**src/rtl/hist_bin_dispatcher.sv**
```systemverilog
// ---------------------------------------------------------------------------
// hist_bin_dispatcher
//
// Takes coincidence events (start channel, end channel, interval) from the
// TDC front end, classifies each one against a runtime-selected channel
// pair and turns it into a histogram bin address around CENTER. In-range
// addresses are queued in a small FIFO. Queued addresses are then issued to
// the histogram memory incrementer one at a time as mem_add strobes. The
// strobe is either a fixed-length pulse (ACK_MODE=0) or is held until
// mem_ack (ACK_MODE=1). Events lost to a full queue and events whose
// address falls outside the histogram are counted in saturating counters.
//
// Ports:
//   clk, rst       system clock, asynchronous active-high reset
//   enable         accept new events when 1
//   cfg_ch_a/b     channel pair to correlate
//   start_ch       event start channel   (stable while data_arrived high)
//   end_ch         event end channel     (stable while data_arrived high)
//   interval       event delay in bins   (stable while data_arrived high)
//   data_arrived   event flag from the TDC domain, rising edge = one event
//   mem_ack        incrementer done (used only when ACK_MODE=1)
//   addr           bin address, stable whenever mem_add=1
//   mem_add        increment strobe
//   fifo_level     queued entries, not counting the one being issued
//   drop_count     events lost to a full queue (saturating)
//   range_count    events with an out-of-range address (saturating)
// ---------------------------------------------------------------------------
module hist_bin_dispatcher #(
  parameter int CH_W        = 2,
  parameter int INTERVAL_W  = 6,
  parameter int ADDR_W      = 7,
  parameter int CENTER      = 64,
  parameter int FIFO_DEPTH  = 4,
  parameter int ACK_MODE    = 0,
  parameter int HOLD_CYCLES = 6
) (
  input  logic                              clk,
  input  logic                              rst,
  input  logic                              enable,
  input  logic [CH_W-1:0]                   cfg_ch_a,
  input  logic [CH_W-1:0]                   cfg_ch_b,
  input  logic [CH_W-1:0]                   start_ch,
  input  logic [CH_W-1:0]                   end_ch,
  input  logic [INTERVAL_W-1:0]             interval,
  input  logic                              data_arrived,
  input  logic                              mem_ack,
  output logic [ADDR_W-1:0]                 addr,
  output logic                              mem_add,
  output logic [$clog2(FIFO_DEPTH):0]       fifo_level,
  output logic [15:0]                       drop_count,
  output logic [15:0]                       range_count
);

  localparam int PTR_W  = $clog2(FIFO_DEPTH);
  localparam int LVL_W  = PTR_W + 1;
  localparam int SUM_W  = ADDR_W + 2;
  localparam int HOLD_W = (HOLD_CYCLES > 1) ? $clog2(HOLD_CYCLES) : 1;

  typedef enum logic [1:0] {
    IDLE,
    ISSUE,
    GAP
  } state_e;

  // -------------------------------------------------------------------------
  // State
  // -------------------------------------------------------------------------
  logic [2:0]              sync_q, sync_d;
  logic [ADDR_W-1:0]       mem_q [FIFO_DEPTH];
  logic [ADDR_W-1:0]       mem_d [FIFO_DEPTH];
  logic [PTR_W-1:0]        wr_ptr_q, wr_ptr_d;
  logic [PTR_W-1:0]        rd_ptr_q, rd_ptr_d;
  logic [LVL_W-1:0]        level_q, level_d;
  logic [15:0]             drop_count_q, drop_count_d;
  logic [15:0]             range_count_q, range_count_d;
  state_e                  state_q, state_d;
  logic [ADDR_W-1:0]       addr_q, addr_d;
  logic                    mem_add_q, mem_add_d;
  logic [HOLD_W-1:0]       hold_cnt_q, hold_cnt_d;

  // -------------------------------------------------------------------------
  // Event detection and classification
  // -------------------------------------------------------------------------
  logic                    rising;
  logic                    hit_ab, hit_ba;
  logic                    classified;
  logic                    out_of_range;
  logic                    cap_valid;
  logic                    range_evt;
  logic signed [SUM_W-1:0] center_s, interval_s, sum_s;

  assign sync_d = {sync_q[1:0], data_arrived};
  assign rising = (sync_q[2:1] == 2'b01);

  always_comb begin
    center_s   = SUM_W'(CENTER);
    interval_s = SUM_W'(interval);
    hit_ab     = (start_ch == cfg_ch_a) && (end_ch == cfg_ch_b);
    hit_ba     = (start_ch == cfg_ch_b) && (end_ch == cfg_ch_a);
    sum_s      = '0;
    // hit_ab is checked first so that cfg_ch_a==cfg_ch_b resolves to the
    // "start before end" rule.
    if (hit_ab) begin
      sum_s = center_s - interval_s;
    end else if (hit_ba) begin
      sum_s = center_s + interval_s;
    end
  end

  // With the extra two bits, a negative result shows in the sign bit and an
  // overflow past the top bin shows in bit ADDR_W.
  assign out_of_range = sum_s[SUM_W-1] | sum_s[ADDR_W];
  assign classified   = rising && enable && (hit_ab || hit_ba);
  assign cap_valid    = classified && !out_of_range;
  assign range_evt    = classified && out_of_range;

  // -------------------------------------------------------------------------
  // FIFO
  // -------------------------------------------------------------------------
  logic fifo_empty, fifo_full;
  logic pop, push, drop_evt;

  assign fifo_empty = (level_q == '0);
  assign fifo_full  = (level_q == LVL_W'(FIFO_DEPTH));
  assign pop        = (state_q == IDLE) && !fifo_empty;
  // A full queue still accepts a write when the head leaves in the same cycle.
  assign push       = cap_valid && (!fifo_full || pop);
  assign drop_evt   = cap_valid && fifo_full && !pop;

  always_comb begin
    mem_d    = mem_q;
    wr_ptr_d = wr_ptr_q;
    rd_ptr_d = rd_ptr_q;
    level_d  = level_q;
    if (push) begin
      mem_d[wr_ptr_q] = sum_s[ADDR_W-1:0];
      wr_ptr_d        = wr_ptr_q + PTR_W'(1);
    end
    if (pop) begin
      rd_ptr_d = rd_ptr_q + PTR_W'(1);
    end
    unique case ({push, pop})
      2'b10:   level_d = level_q + LVL_W'(1);
      2'b01:   level_d = level_q - LVL_W'(1);
      default: level_d = level_q;
    endcase
  end

  // -------------------------------------------------------------------------
  // Saturating event counters
  // -------------------------------------------------------------------------
  always_comb begin
    drop_count_d  = drop_count_q;
    range_count_d = range_count_q;
    if (drop_evt && (drop_count_q != 16'hFFFF)) begin
      drop_count_d = drop_count_q + 16'd1;
    end
    if (range_evt && (range_count_q != 16'hFFFF)) begin
      range_count_d = range_count_q + 16'd1;
    end
  end

  // -------------------------------------------------------------------------
  // Issue FSM
  // mem_add is registered, so the first ISSUE cycle after a pop still has
  // mem_add low; the strobe rises on the following edge.
  // -------------------------------------------------------------------------
  always_comb begin
    state_d    = state_q;
    addr_d     = addr_q;
    mem_add_d  = mem_add_q;
    hold_cnt_d = hold_cnt_q;
    unique case (state_q)
      IDLE: begin
        mem_add_d = 1'b0;
        if (pop) begin
          addr_d     = mem_q[rd_ptr_q];
          hold_cnt_d = '0;
          state_d    = ISSUE;
        end
      end
      ISSUE: begin
        if (!mem_add_q) begin
          mem_add_d = 1'b1;
        end else if (ACK_MODE != 0) begin
          // The ack cycle is the last one with mem_add high.
          if (mem_ack) begin
            mem_add_d = 1'b0;
            state_d   = GAP;
          end
        end else begin
          if (hold_cnt_q == HOLD_W'(HOLD_CYCLES - 1)) begin
            mem_add_d = 1'b0;
            state_d   = GAP;
          end else begin
            hold_cnt_d = hold_cnt_q + HOLD_W'(1);
          end
        end
      end
      GAP: begin
        mem_add_d = 1'b0;
        state_d   = IDLE;
      end
      default: begin
        mem_add_d = 1'b0;
        state_d   = IDLE;
      end
    endcase
  end

  // -------------------------------------------------------------------------
  // Registers. The synchroniser resets to all ones so that data_arrived
  // held high through reset release is not seen as a new event.
  // -------------------------------------------------------------------------
  always_ff @(posedge clk or posedge rst) begin
    if (rst) begin
      sync_q        <= 3'b111;
      for (int i = 0; i < FIFO_DEPTH; i++) begin
        mem_q[i] <= '0;
      end
      wr_ptr_q      <= '0;
      rd_ptr_q      <= '0;
      level_q       <= '0;
      drop_count_q  <= '0;
      range_count_q <= '0;
      state_q       <= IDLE;
      addr_q        <= '0;
      mem_add_q     <= 1'b0;
      hold_cnt_q    <= '0;
    end else begin
      sync_q        <= sync_d;
      mem_q         <= mem_d;
      wr_ptr_q      <= wr_ptr_d;
      rd_ptr_q      <= rd_ptr_d;
      level_q       <= level_d;
      drop_count_q  <= drop_count_d;
      range_count_q <= range_count_d;
      state_q       <= state_d;
      addr_q        <= addr_d;
      mem_add_q     <= mem_add_d;
      hold_cnt_q    <= hold_cnt_d;
    end
  end

  assign addr        = addr_q;
  assign mem_add     = mem_add_q;
  assign fifo_level  = level_q;
  assign drop_count  = drop_count_q;
  assign range_count = range_count_q;

endmodule
```
**config.mk**
```make
export PLATFORM = sky130hd
export DESIGN_NAME = hist_bin_dispatcher
export DESIGN_NICKNAME = d
export VERILOG_FILES = /design/src/rtl/hist_bin_dispatcher.sv
export SDC_FILE = /design/constraint.sdc
export NUM_CORES = 1
export LEC_CHECK = 0
export ABC_AREA = 0
export CAP_MARGIN = 0
export CORE_MARGIN = 5
export CORE_UTILIZATION = 37
export DETAILED_ROUTE_END_ITERATION = 8
export HOLD_SLACK_MARGIN = 0.15
export PLACE_DENSITY_LB_ADDON = 0.05
export SKIP_CTS_REPAIR_TIMING = 1
export SLEW_MARGIN = 20
export SYNTH_ARGS = -nofsm -noshare
export SYNTH_HDL_FRONTEND = slang
export SYNTH_SLANG_ARGS = --single-unit
```
**constraint.sdc**
```tcl
create_clock -name clk -period 2.5 [get_ports clk]
set_input_delay 0.375 -clock clk [delete_from_list [all_inputs] [get_ports clk]]
set_output_delay 0.375 -clock clk [all_outputs]
set_load 0.005 [all_outputs]
```
==> impl_summary.md, run 1 <==
Die
The die is 106.3 um tall. Once the floorplan was initialized, standard cells occupied approximately 38% of the core. The overall die width is 106.3 um. The floorplan step defined a core boundary enclosing 0.009153 sq mm. The number of ports placed on the die boundary is 62. In this run the core area contains 35 standard-cell rows.

The floorplan step defined a die boundary enclosing 0.01131 sq mm.

Timing
The transition at the pin with the smallest max-transition slack is 0.5530 ns. Across the routed clock network, the largest skew measured is 0.006390 ns. Setup repair after global routing left no endpoint under its margin.

The minimum clock period is approximately 2.3 ns. The post-route worst hold slack is 0.3630 ns. The final number of setup-violating endpoints is 0.

The tightest slew margin relative to the limit is 63.13%. The final hold violation count is 0. Across all setup checks in the final design, the least slack found is 0.2117 ns.

Derived from the worst setup path, the maximum achievable clock frequency is 437.0 MHz. In the final timing run, aggregate negative setup slack is 0 ns. The portion of the clock cycle consumed by the worst path in the final layout is roughly 92%. The number of max-slew violations in the final report is 0.

Power and ir drop
The total net switching power is 0.0008719 W. In this run, the combinational gates consume 25.0% of the power. The internal power component is 0.002040 W. Per report_power, the sequential group accounts for 47.6% of the total.

The leakage power summed over all cells is 1.942 nW. Of the total power, the share spent switching nets is between 20% and 30%. The power density normalized to cell area is 696.1 mW/mm^2.

Across the VDD grid, the largest voltage drop is 260.2 uV. Per report_power, the clock group accounts for between 20% and 30% of the total.

Detailed routing
For this run, the detailed router's first-pass iteration total came to 4. Wires add up to 6.896 mm. The number of nets with antenna violations after routing is 0.

The post-detailed-route via-to-cell ratio is slightly below 5. The number of DRC markers after the initial detailed-route iteration is 39. The average wire per standard cell is approximately 15 um. The via count is 2191. After detailed routing, the number of remaining DRC violations is 0.

Clocking
The largest buffer count on any clock path is 2. The tree is rooted in a sky130_fd_sc_hd__clkbuf_8. The H-tree was split into 3 levels. After clock tree synthesis, the clock-pin slew on the worst setup and hold paths is about 0.070 ns. The number of buffers created by CTS is 9.

The number of sinks driven by the clock tree is 67. The clock tree from TritonCTS is built. At the later pin of the worst-skew pair, clock insertion delay measures 0.33 ns.

Worst setup path
The worst setup path is of the reg -> reg kind. The data required time at the worst endpoint is 2.76 ns. The longest individual stage delay on the worst path is ~0.44 ns. Along the worst path, the maximum fanout reaches 5. STA classifies the critical path startpoint as a flip-flop.

The signal on the critical path passes through or3b_1 -> o211ai_1 -> a21oi_2 -> inv_1 -> ha_1 -> inv_1 -> fa_1 -> xor2_1 -> nor2_1 -> xor2_1. The depth of the most critical reg-to-reg path is 10. STA classifies the critical path endpoint as a flip-flop. Data arrives at the worst endpoint at between 2 and 3 ns. The cell type of the slowest stage on the worst timing path is sky130_fd_sc_hd__or3b_1.

Placed design
Before CTS, the worst setup slack after placement is 0.002565 ns. The total instance count after detailed placement is 430. The final estimated routing congestion in global placement is 0.7075. The number of port buffers is 44. Detailed placement ended at an HPWL of 4.930 mm.

Hold path
The min-delay analysis places its worst path in the category reg -> reg. Along the worst hold path, the cell count comes to 0.

Layout
The number of diodes added for antenna fixing is 0. The layout-stage area growth over the synthesis result is 21.83%. For this run, the post-layout net count is between 300 and 400.

In the final layout, the share of cells above drive strength 1 is between 20% and 30%. The final design utilization is approximately 46%. The non-filler instance count after layout is 446.

Global route
The number of antenna violations at the first check in global routing is 0. The via count of the first global-routing pass was 2256. Across every metal layer, demand over resource in global routing totals 12.93%.

The maximum number of pins on one net before global-route repair is 27. After global routing the overflow that remains totals 0. The first global-routing pass estimated 11.42 mm of wire.

Synthesis
The count of state elements after synthesis is 67. The synthesized netlist occupies a cell area of 0.003433 sq mm. The average cell area after synthesis is between 10 and 15 sq um. Synthesis handed over a netlist of 274 instances. The number of warnings issued by yosys is 0. The number of distinct library cell variants in the gate-level netlist after synthesis is 45. For this run, the register share of the synthesized area comes to 48.94%.

Run
The max-cap violation count is 0.

Outcome
The flow ran to the end, and the final reports show no timing, DRC or antenna violations.
-- stage by stage --
stage | area [sq um] | power [W]
after floorplan | 3490 | 0.001888
after global placement | 4010 | 0.002142
final | 4183 | 0.002912
after global routing | 4183 | 0.003122
after detailed placement | 4010 | 0.002159
after CTS | 4183 | 0.002975
-- cell families after synthesis --
logic type,Yosys count,share of synthesized area (%)
multiplexers,45,17.02
flip-flops,67,48.94
other,1,0.1092
XOR/XNOR,30,7.653
buffers and inverters,34,5.977
AND/OR/NAND/NOR,73,12.76
adder cells (fa/ha/maj),10,3.863
AO/OA/AOI/OAI,14,3.681
-- power by group through the flow --
stage | clock network [W] | registers, W | logic (W)
floorplan | 0 | 0.00132 | 0.000564
global placement | 0 | 0.00141 | 0.000731
detailed placement | 0 | 0.00141 | 0.000745
CTS | 0.000835 | 0.00139 | 0.000746
global route | 0.000883 | 0.00142 | 0.000823
finish | 0.000798 | 0.00139 | 0.000727
-- cells in the mapped netlist --
cell                        count  share of area [%]
sky130_fd_sc_hd__a2111oi_4      1               0.80
sky130_fd_sc_hd__a211o_1        3               0.77
sky130_fd_sc_hd__a21oi_1        1               0.15
sky130_fd_sc_hd__a21oi_2        1               0.26
sky130_fd_sc_hd__a221o_1        1               0.29
sky130_fd_sc_hd__a22o_1         1               0.26
sky130_fd_sc_hd__a31o_2         1               0.26
sky130_fd_sc_hd__and2_1         2               0.36
sky130_fd_sc_hd__and3_1        10                1.8
sky130_fd_sc_hd__and3_2         1               0.22
sky130_fd_sc_hd__and4_1         5                1.3
sky130_fd_sc_hd__and4_2         2               0.58
sky130_fd_sc_hd__buf_1          1               0.11
sky130_fd_sc_hd__buf_2          2               0.29
sky130_fd_sc_hd__buf_4         16                3.5
sky130_fd_sc_hd__buf_6          2               0.66
sky130_fd_sc_hd__clkbuf_1       2               0.22
sky130_fd_sc_hd__conb_1         1               0.11
sky130_fd_sc_hd__dfrtp_1       64                 47
sky130_fd_sc_hd__dfstp_2        3                2.3
sky130_fd_sc_hd__fa_1           1               0.58
sky130_fd_sc_hd__ha_1           9                3.3
sky130_fd_sc_hd__inv_1         11                1.2
sky130_fd_sc_hd__mux2_1         1               0.33
sky130_fd_sc_hd__mux2_2        36                 12
sky130_fd_sc_hd__mux2i_1        1               0.29
sky130_fd_sc_hd__mux4_2         7                4.6
sky130_fd_sc_hd__nand2_1        6               0.66
sky130_fd_sc_hd__nand2_2        5               0.91
sky130_fd_sc_hd__nand2b_1       2               0.36
sky130_fd_sc_hd__nand3_1       12                1.7
sky130_fd_sc_hd__nand4_1        6                1.1
sky130_fd_sc_hd__nand4_2        2               0.73
sky130_fd_sc_hd__nor2_1         8               0.87
sky130_fd_sc_hd__nor2b_1        2               0.36
sky130_fd_sc_hd__nor3_1         5               0.73
sky130_fd_sc_hd__nor3b_1        1               0.22
sky130_fd_sc_hd__o211ai_1       1               0.22
sky130_fd_sc_hd__o21ai_0        3               0.44
sky130_fd_sc_hd__o31a_1         1               0.26
sky130_fd_sc_hd__or2_2          2               0.36
sky130_fd_sc_hd__or3_1          1               0.18
sky130_fd_sc_hd__or3b_1         1               0.26
sky130_fd_sc_hd__xnor2_1       26                6.6
sky130_fd_sc_hd__xor2_1         4                1.0
-- critical path: cells and delay by family, from the launching register on --
kind            cells  cell delay, ns
simple gates        2            0.55
fa+ha+maj           2            0.53
flops               1            0.43
xor+xnor            2            0.31
compound gates      2            0.28
buf+inv             2            0.12
-- area by class of cell --
class | count | area [sq um]
Fill cell | 847 | 4970
Sequential cell | 67 | 1680
Multi-Input combinational cell | 188 | 1604
Timing Repair Buffer | 53 | 545.5
Clock buffer | 14 | 162.7
Tap cell | 111 | 138.9
Inverter | 11 | 41.29
Clock inverter | 2 | 10.01
-- cells in the final DEF, fill, tap and decap left out, drive strengths merged, types with 2 or more instances in the layout --
| master | n |
|---|---|
| nor2b | 2 |
| and2 | 2 |
| nand2b | 2 |
| xor2 | 4 |
| or2 | 2 |
| nand3 | 12 |
| nor2 | 8 |
| a211o | 3 |
| xnor2 | 26 |
| nand4 | 8 |
| o21ai | 3 |
| clkbuf | 14 |
| conb | 16 |
| nand2 | 11 |
| a21oi | 2 |
| buf | 9 |
| inv | 11 |
| ha | 9 |
| nor3 | 5 |
| and3 | 11 |
| clkinv | 2 |
| mux2 | 37 |
| dfrtp | 64 |
| clkdlybuf4s50 | 44 |
| mux4 | 7 |
| dfstp | 3 |
| and4 | 7 |
-- final timing paths --
path	from	endpoint	slack, ns
max	fifo_level[1]	fifo_level[2]	0.21
min	sync_q[0]	sync_q[1]	0.36
max reg2reg	fifo_level[1]	fifo_level[2]	0.21
min reg2reg	sync_q[0]	sync_q[1]	0.36
max in group asynchronous	rst	sync_q[2]	1.53
min in group asynchronous	rst	hold_cnt_q[0]	0.39
-- state kept, by name, summed over array words and instances, names as in the netlist --
name        cells
fifo_level      3
addr            7
mem_q          28
wr_ptr_q        2
hold_cnt_q      3
mem_add         1
drop_count     16
state_q         2
sync_q          3
rd_ptr_q        2
-- routing by layer --
metal  up-vias  share of wire [%]  track usage (%)
met1      1085                 49            17.72
met4         0                1.1            4.163
met5         -                  0                0
met3         7                4.2            4.007
met2        44                 45            19.50
li1       1055                  -                -
(Power assumes the default switching activity.)
==> run 2, diff against run 1 <==
- ABC_CLOCK_PERIOD_IN_PS: default -> 2500
- CTS_CLUSTER_DIAMETER: default -> 100
==> results of run 2 <==
Same layout as run 1: the final DEF is identical, and so are final timing and power.
